`config.mk`:
```
export PLATFORM = sky130hd
export DESIGN_NAME = memory_loader_flat
export DESIGN_NICKNAME = d
export VERILOG_FILES = /design/src/rtl/memory_loader_if.sv /design/src/rtl/memory_loader.sv /design/src/flat_wrapper.sv
export SDC_FILE = /design/constraint.sdc
export NUM_CORES = 1
export LEC_CHECK = 0
export ABC_CLOCK_PERIOD_IN_PS = 2800
export BUFFER_PORTS_ARGS = -buffer_cell sky130_fd_sc_hd__buf_2
export CELL_PAD_IN_SITES_DETAIL_PLACEMENT = 1
export CELL_PAD_IN_SITES_GLOBAL_PLACEMENT = 2
export CORE_MARGIN = 4
export CORE_UTILIZATION = 33
export CTS_BUF_LIST = sky130_fd_sc_hd__clkbuf_8 sky130_fd_sc_hd__clkbuf_16
export CTS_CLUSTER_SIZE = 28
export DETAILED_ROUTE_END_ITERATION = 7
export PLACE_DENSITY_LB_ADDON = 0.1
export SYNTH_ARGS = -nofsm -noshare
export SYNTH_HDL_FRONTEND = slang
export SYNTH_SLANG_ARGS = --single-unit
```
`constraint.sdc`:
```
create_clock -name clk -period 2.8 [get_ports clk]
set_input_delay 0.14 -clock clk [delete_from_list [all_inputs] [get_ports clk]]
set_output_delay 0.14 -clock clk [all_outputs]
set_load 0.005 [all_outputs]
```
`src/rtl/memory_loader_if.sv`:
```
// Byte-stream input and memory write-port bundle for memory_loader.
// slave = the loader itself, master = the stream source / observer side.
interface memory_loader_if;
    logic        start;
    logic        in_valid;
    logic [7:0]  in_data;
    logic        in_ready;
    logic [15:0] mem_addr;
    logic [15:0] mem_data;
    logic        mem_we;
    logic        busy;
    logic        done;
    logic        error;
    logic [8:0]  word_count;

    modport master (
        output start, in_valid, in_data,
        input  in_ready, mem_addr, mem_data, mem_we, busy, done, error, word_count
    );

    modport slave (
        input  start, in_valid, in_data,
        output in_ready, mem_addr, mem_data, mem_we, busy, done, error, word_count
    );
endinterface

```
`src/rtl/memory_loader.sv`:
```
// Streams length / 2N data bytes / checksum into a DEPTH-word memory, raising
// busy (core hold) meanwhile and leaving a sticky done or error verdict.
module memory_loader #(
    parameter int BASE_ADDR = 0,
    parameter int DEPTH     = 256
) (
    input  logic          clk,
    input  logic          rst,
    memory_loader_if.slave ld
);
    localparam int AW = (DEPTH > 1) ? $clog2(DEPTH) : 1;
    localparam logic [AW-1:0] BASE_W = AW'(BASE_ADDR);

    typedef enum logic [2:0] {
        S_IDLE, S_LEN, S_HI, S_LO, S_WRITE, S_CSUM, S_DONE, S_ERR
    } state_t;

    state_t        state_q, state_d;
    logic [7:0]    len_q, hi_q, sum_q;
    logic [AW-1:0] idx_q;
    logic [8:0]    wc_q;
    logic [15:0]   addr_q, data_q;
    logic          rdy_q, we_q, busy_q, done_q, err_q;

    logic          accept;
    logic          last_word;
    logic [AW-1:0] waddr;

    assign accept    = rdy_q & ld.in_valid;
    assign last_word = (wc_q + 9'd1) == {1'b0, len_q};
    // Address arithmetic in AW bits gives the modulo-DEPTH wrap for free.
    assign waddr     = BASE_W + idx_q;

    always_comb begin
        state_d = state_q;
        case (state_q)
            S_IDLE:  if (ld.start) state_d = S_LEN;
            S_LEN:   if (accept) state_d = (ld.in_data == 8'd0) ? S_ERR : S_HI;
            S_HI:    if (accept) state_d = S_LO;
            S_LO:    if (accept) state_d = S_WRITE;
            S_WRITE: state_d = last_word ? S_CSUM : S_HI;
            S_CSUM:  if (accept) state_d = (ld.in_data == sum_q) ? S_DONE : S_ERR;
            S_DONE,
            S_ERR:   if (ld.start) state_d = S_LEN;
            default: state_d = S_IDLE;
        endcase
    end

    // Outputs are decoded from the next state so they are registered yet
    // line up with the state they describe.
    always_ff @(posedge clk) begin
        if (rst) begin
            state_q <= S_IDLE;
            len_q   <= '0;
            hi_q    <= '0;
            sum_q   <= '0;
            idx_q   <= '0;
            wc_q    <= '0;
            addr_q  <= '0;
            data_q  <= '0;
            rdy_q   <= 1'b0;
            we_q    <= 1'b0;
            busy_q  <= 1'b0;
            done_q  <= 1'b0;
            err_q   <= 1'b0;
        end else begin
            state_q <= state_d;
            rdy_q   <= state_d inside {S_LEN, S_HI, S_LO, S_CSUM};
            busy_q  <= state_d inside {S_LEN, S_HI, S_LO, S_WRITE, S_CSUM};
            done_q  <= (state_d == S_DONE);
            err_q   <= (state_d == S_ERR);
            we_q    <= (state_d == S_WRITE);

            if (state_d == S_LEN && state_q != S_LEN) begin
                idx_q <= '0;
                sum_q <= '0;
                wc_q  <= '0;
            end

            case (state_q)
                S_LEN: if (accept) len_q <= ld.in_data;
                S_HI: begin
                    if (accept) begin
                        hi_q  <= ld.in_data;
                        sum_q <= sum_q + ld.in_data;
                    end
                end
                S_LO: begin
                    if (accept) begin
                        data_q <= {hi_q, ld.in_data};
                        addr_q <= 16'(waddr);
                        sum_q  <= sum_q + ld.in_data;
                    end
                end
                S_WRITE: begin
                    idx_q <= idx_q + 1'b1;
                    wc_q  <= wc_q + 9'd1;
                end
                default: ;
            endcase
        end
    end

    assign ld.in_ready   = rdy_q;
    assign ld.mem_addr   = addr_q;
    assign ld.mem_data   = data_q;
    assign ld.mem_we     = we_q;
    assign ld.busy       = busy_q;
    assign ld.done       = done_q;
    assign ld.error      = err_q;
    assign ld.word_count = wc_q;
endmodule

```
`src/flat_wrapper.sv`:
```
// flat-port wrapper written by rule: the top's interface ports become plain ports
module memory_loader_flat 
#(
    parameter int BASE_ADDR = 0,
    parameter int DEPTH     = 256
)
  (clk, rst, ld_start, ld_in_valid, ld_in_data, ld_in_ready, ld_mem_addr, ld_mem_data, ld_mem_we, ld_busy, ld_done, ld_error, ld_word_count);
  memory_loader_if ld_i ();
  input  logic clk;
  input  logic rst;
  input wire logic [$bits(ld_i.start)-1:0] ld_start;
  input wire logic [$bits(ld_i.in_valid)-1:0] ld_in_valid;
  input wire logic [$bits(ld_i.in_data)-1:0] ld_in_data;
  output wire logic [$bits(ld_i.in_ready)-1:0] ld_in_ready;
  output wire logic [$bits(ld_i.mem_addr)-1:0] ld_mem_addr;
  output wire logic [$bits(ld_i.mem_data)-1:0] ld_mem_data;
  output wire logic [$bits(ld_i.mem_we)-1:0] ld_mem_we;
  output wire logic [$bits(ld_i.busy)-1:0] ld_busy;
  output wire logic [$bits(ld_i.done)-1:0] ld_done;
  output wire logic [$bits(ld_i.error)-1:0] ld_error;
  output wire logic [$bits(ld_i.word_count)-1:0] ld_word_count;
  assign ld_i.start = ld_start;
  assign ld_i.in_valid = ld_in_valid;
  assign ld_i.in_data = ld_in_data;
  assign ld_in_ready = ld_i.in_ready;
  assign ld_mem_addr = ld_i.mem_addr;
  assign ld_mem_data = ld_i.mem_data;
  assign ld_mem_we = ld_i.mem_we;
  assign ld_busy = ld_i.busy;
  assign ld_done = ld_i.done;
  assign ld_error = ld_i.error;
  assign ld_word_count = ld_i.word_count;
  memory_loader #(.BASE_ADDR(BASE_ADDR), .DEPTH(DEPTH)) u_core (.clk(clk), .rst(rst), .ld(ld_i));
endmodule
```
==> impl_metrics.toml <==
[layout]
insertedDiodeCount = 0
multi_input_area_um2 = 1870
fillers = 1321
final_area_um2 = 4060
regArea_um2 = 1460
nNetsFinal = 490
final_common_cell = "dfxtp_1"
drive_above_1_share_pct = 18.8
final_cells = 609
area_delta_synth_final_pct = 15.1
final_cell_mix = "dfxtp_1 (73), nand2_1 (71), buf_2 (49), a21oi_1 (44), nor2_1 (39)"

[sta]
hold_violations = 0
fin_crit_sh_pct = 91.5
max_slew_margin_pct = 58.3
setup_viol = 0
fmax_mhz = 390
rsz0062_at_grt = "false"
fin_crit_ns = 2.56
fin_tns_setup_ns = 0
skew_ns = 0.0142
setup_ws_ns = 0.237
worst_pin_slew_ns = 0.625
maxSlewViolCount = 0

[worst_setup_path]
cp_num_cells = 8
critPathTopFamily = "simple AND/OR/NAND/NOR gates"
cp_data_required_time_ns = 3.05
path_cells = "ha_1 -> nand2_1 -> o21ai_0 -> o311ai_1 -> nor4b_4 -> a31o_2 -> and2_4 -> a21oi_2"
slowest_stage = "ha_1"
end_kind = "register"
r2r.worst_path.cells = 8
max_stage_delay_ns = 0.58
startpoint_type = "register"
critical_path_class = "reg -> reg"
crit_buf_inv = 0
cp_data_arrival_time_ns = 2.81
worstPathMaxFanout = 13

[detailed_routing]
avgViaCountPerCell = 5.10
num_vias = 3106
wl_per_cell_um = 16.0
drcViolationCount = 0
ant_nets = 0
drt_iter0_drc = 155
routed_wl_mm = 9.77
first_pass_iters = 6

[die]
ios = 58
initial_core_util_pct = 34.0
dieArea_um2 = 12400
core_area_um2 = 10400
rows = 37
die_width_um = 111
fp.dieH_um = 111

[cts]
holdBufCountCts = 0
post_cts_resized = 0
clockRootBuffer = "clkbuf_8"
cts.clk_slew.worst_paths_ns = 0.09
cts-buffers-inserted = 9
clk_latency_ns = 0.35
cts_sinks = 73
cts_setup_buffers = 0
clock_path_buffers = 2
cts_max_level = 3
cts_tree = "built"

[synthesis]
synth-edff-count = 0
synth_cell_types = 58
syn-cell-area_um2 = 3530
synthFlopType = "dfxtp_1"
synthCells = 423
avgSynthCellArea_um2 = 8.34
yosys_warnings = 0
synth_seq_area_share_pct = 41.4
synth-async-reset-ratio_pct = 0
synth-seq-cells = 73

[hold_path]
worstHoldPathCells = 3
hold_class = "in -> reg"

[global_routing]
antenna_found_initial = 0
grt_busiest_layer = "met2"
grt-ovfl-total = 0
track_usage_pct = 16.0
grtUsageMet3_pct = 2.93
grt_pass1_wl_mm = 16.3
grtUsageMet1_pct = 21.4
grt_use_met2_pct = 26.3
first_global_vias = 3146
grt_max_degree = 57

[placement]
numPlacedInstances = 593
place_area_um2 = 3860
post-dp-hpwl_mm = 6.98
pre_cts_ws_ns = 0.282
gp_congestion = 0.721
numPortBuffers = 49

[power]
ir_worst_vdd_uv = 223
p_leak_nw = 1.67
power_density_nw_per_um2 = 536

[run_status]
status = "finished, final reports clean"

[job]
drv_cap = 0
metal layers:
layer	part of all wire, %	up-vias
met3	3.1	6
met4	0.97	0
met5	0	-
met1	49	1517
li1	-	1534
met2	47	49
metrics by stage:
step | hold slack (ns) | utilization, % | total power (W)
3_3_place_gp | 0.438 | 37.2 | 0.00135
3_5_place_dp | 0.448 | 37.2 | 0.00135
6_report | 0.0990 | 39.2 | 0.00218
5_1_grt | 0.0930 | 39.2 | 0.00228
4_1_cts | 0.0799 | 39.2 | 0.00221
2_1_floorplan | 0.276 | - | 0.00127
kinds of logic (layout without fill, tap and decap cells):
kind of cell | after synthesis | after routing | synth area share (%)
flip-flops | 73 | 73 | 41.4
adder cells (fa/ha/maj) | 10 | 10 | 3.76
XOR/XNOR | 22 | 22 | 5.46
AND/OR/NAND/NOR | 167 | 167 | 23.1
other | 1 | 8 | 0.106
AO/OA/AOI/OAI | 99 | 99 | 17.5
multiplexers | 8 | 8 | 2.31
buffers and inverters | 43 | 86 | 6.38
synth_stat cells (all sizes together), types with 3 or more instances:
cell    count  share of area (%)
dfxtp      73                 41
nand2      71                7.6
a21oi      47                7.0
nor2       39                4.1
buf        19                3.8
o21ai      19                2.7
clkbuf     12                1.3
inv        12                1.3
xnor2      12                3.0
nor3       10                1.6
xor2       10                2.5
ha          9                3.2
nand3       9                1.3
nand4       8                1.4
mux2i       7                2.0
a22o        6                1.5
a21o        4               0.89
nand3b      4                1.2
a22oi       3               0.64
and3        3               0.53
nor2b       3               0.53
nor4        3               0.53
nor4b       3                1.2
o21a        3               0.64
o21bai      3               0.64
or3         3               0.53
worst register-to-register path, delay by kind of cell, from the launching register on:
| family | cells | cell delay, ns |
|---|---|---|
| compound gates | 4 | 0.67 |
| simple gates | 3 | 0.70 |
| fa+ha+maj | 1 | 0.58 |
| flops | 1 | 0.52 |
sequential cells by signal, indices dropped and copies added, names as in the netlist:
register              cells
u_core.ld.mem_addr        8
u_core.ld.busy            1
u_core.ld.error           1
u_core.hi_q               8
u_core.len_q              8
u_core.ld.in_ready        1
u_core.ld.word_count      9
u_core.sum_q              8
u_core.ld.mem_we          1
u_core.state_q            3
u_core.ld.mem_data       16
u_core.ld.done            1
u_core.idx_q              8
report_power, final:
part / switching (W) / internal (W) / leakage, nW
Clock: 0.000418 / 0.000438 / 0.103
Combinational: 0.000147 / 0.0000873 / 0.978
Sequential: 0.0000293 / 0.00106 / 0.589
Total: 0.000594 / 0.00158 / 1.67
final timing paths:
| kind | startpoint | end | slack [ns] |
|---|---|---|---|
| min | ld_in_data[5] | u_core.ld.mem_data[5] | 0.1 |
| min reg2reg | u_core.hi_q[3] | u_core.ld.mem_data[11] | 0.45 |
| max | u_core.ld.word_count[0] | u_core.ld.busy | 0.24 |
| max reg2reg | u_core.ld.word_count[0] | u_core.ld.busy | 0.24 |
cell type report:
cell class | instances | share of cell area (%)
clock buffers | 10 | 3.39
clock inverters | 6 | 1.60
multi-input cells | 314 | 46.0
flip-flops and latches | 73 | 36.0
repair buffers | 58 | 7.70
inverters | 12 | 1.11
well taps | 136 | 4.19
Power figures use the tool's default switching activity.
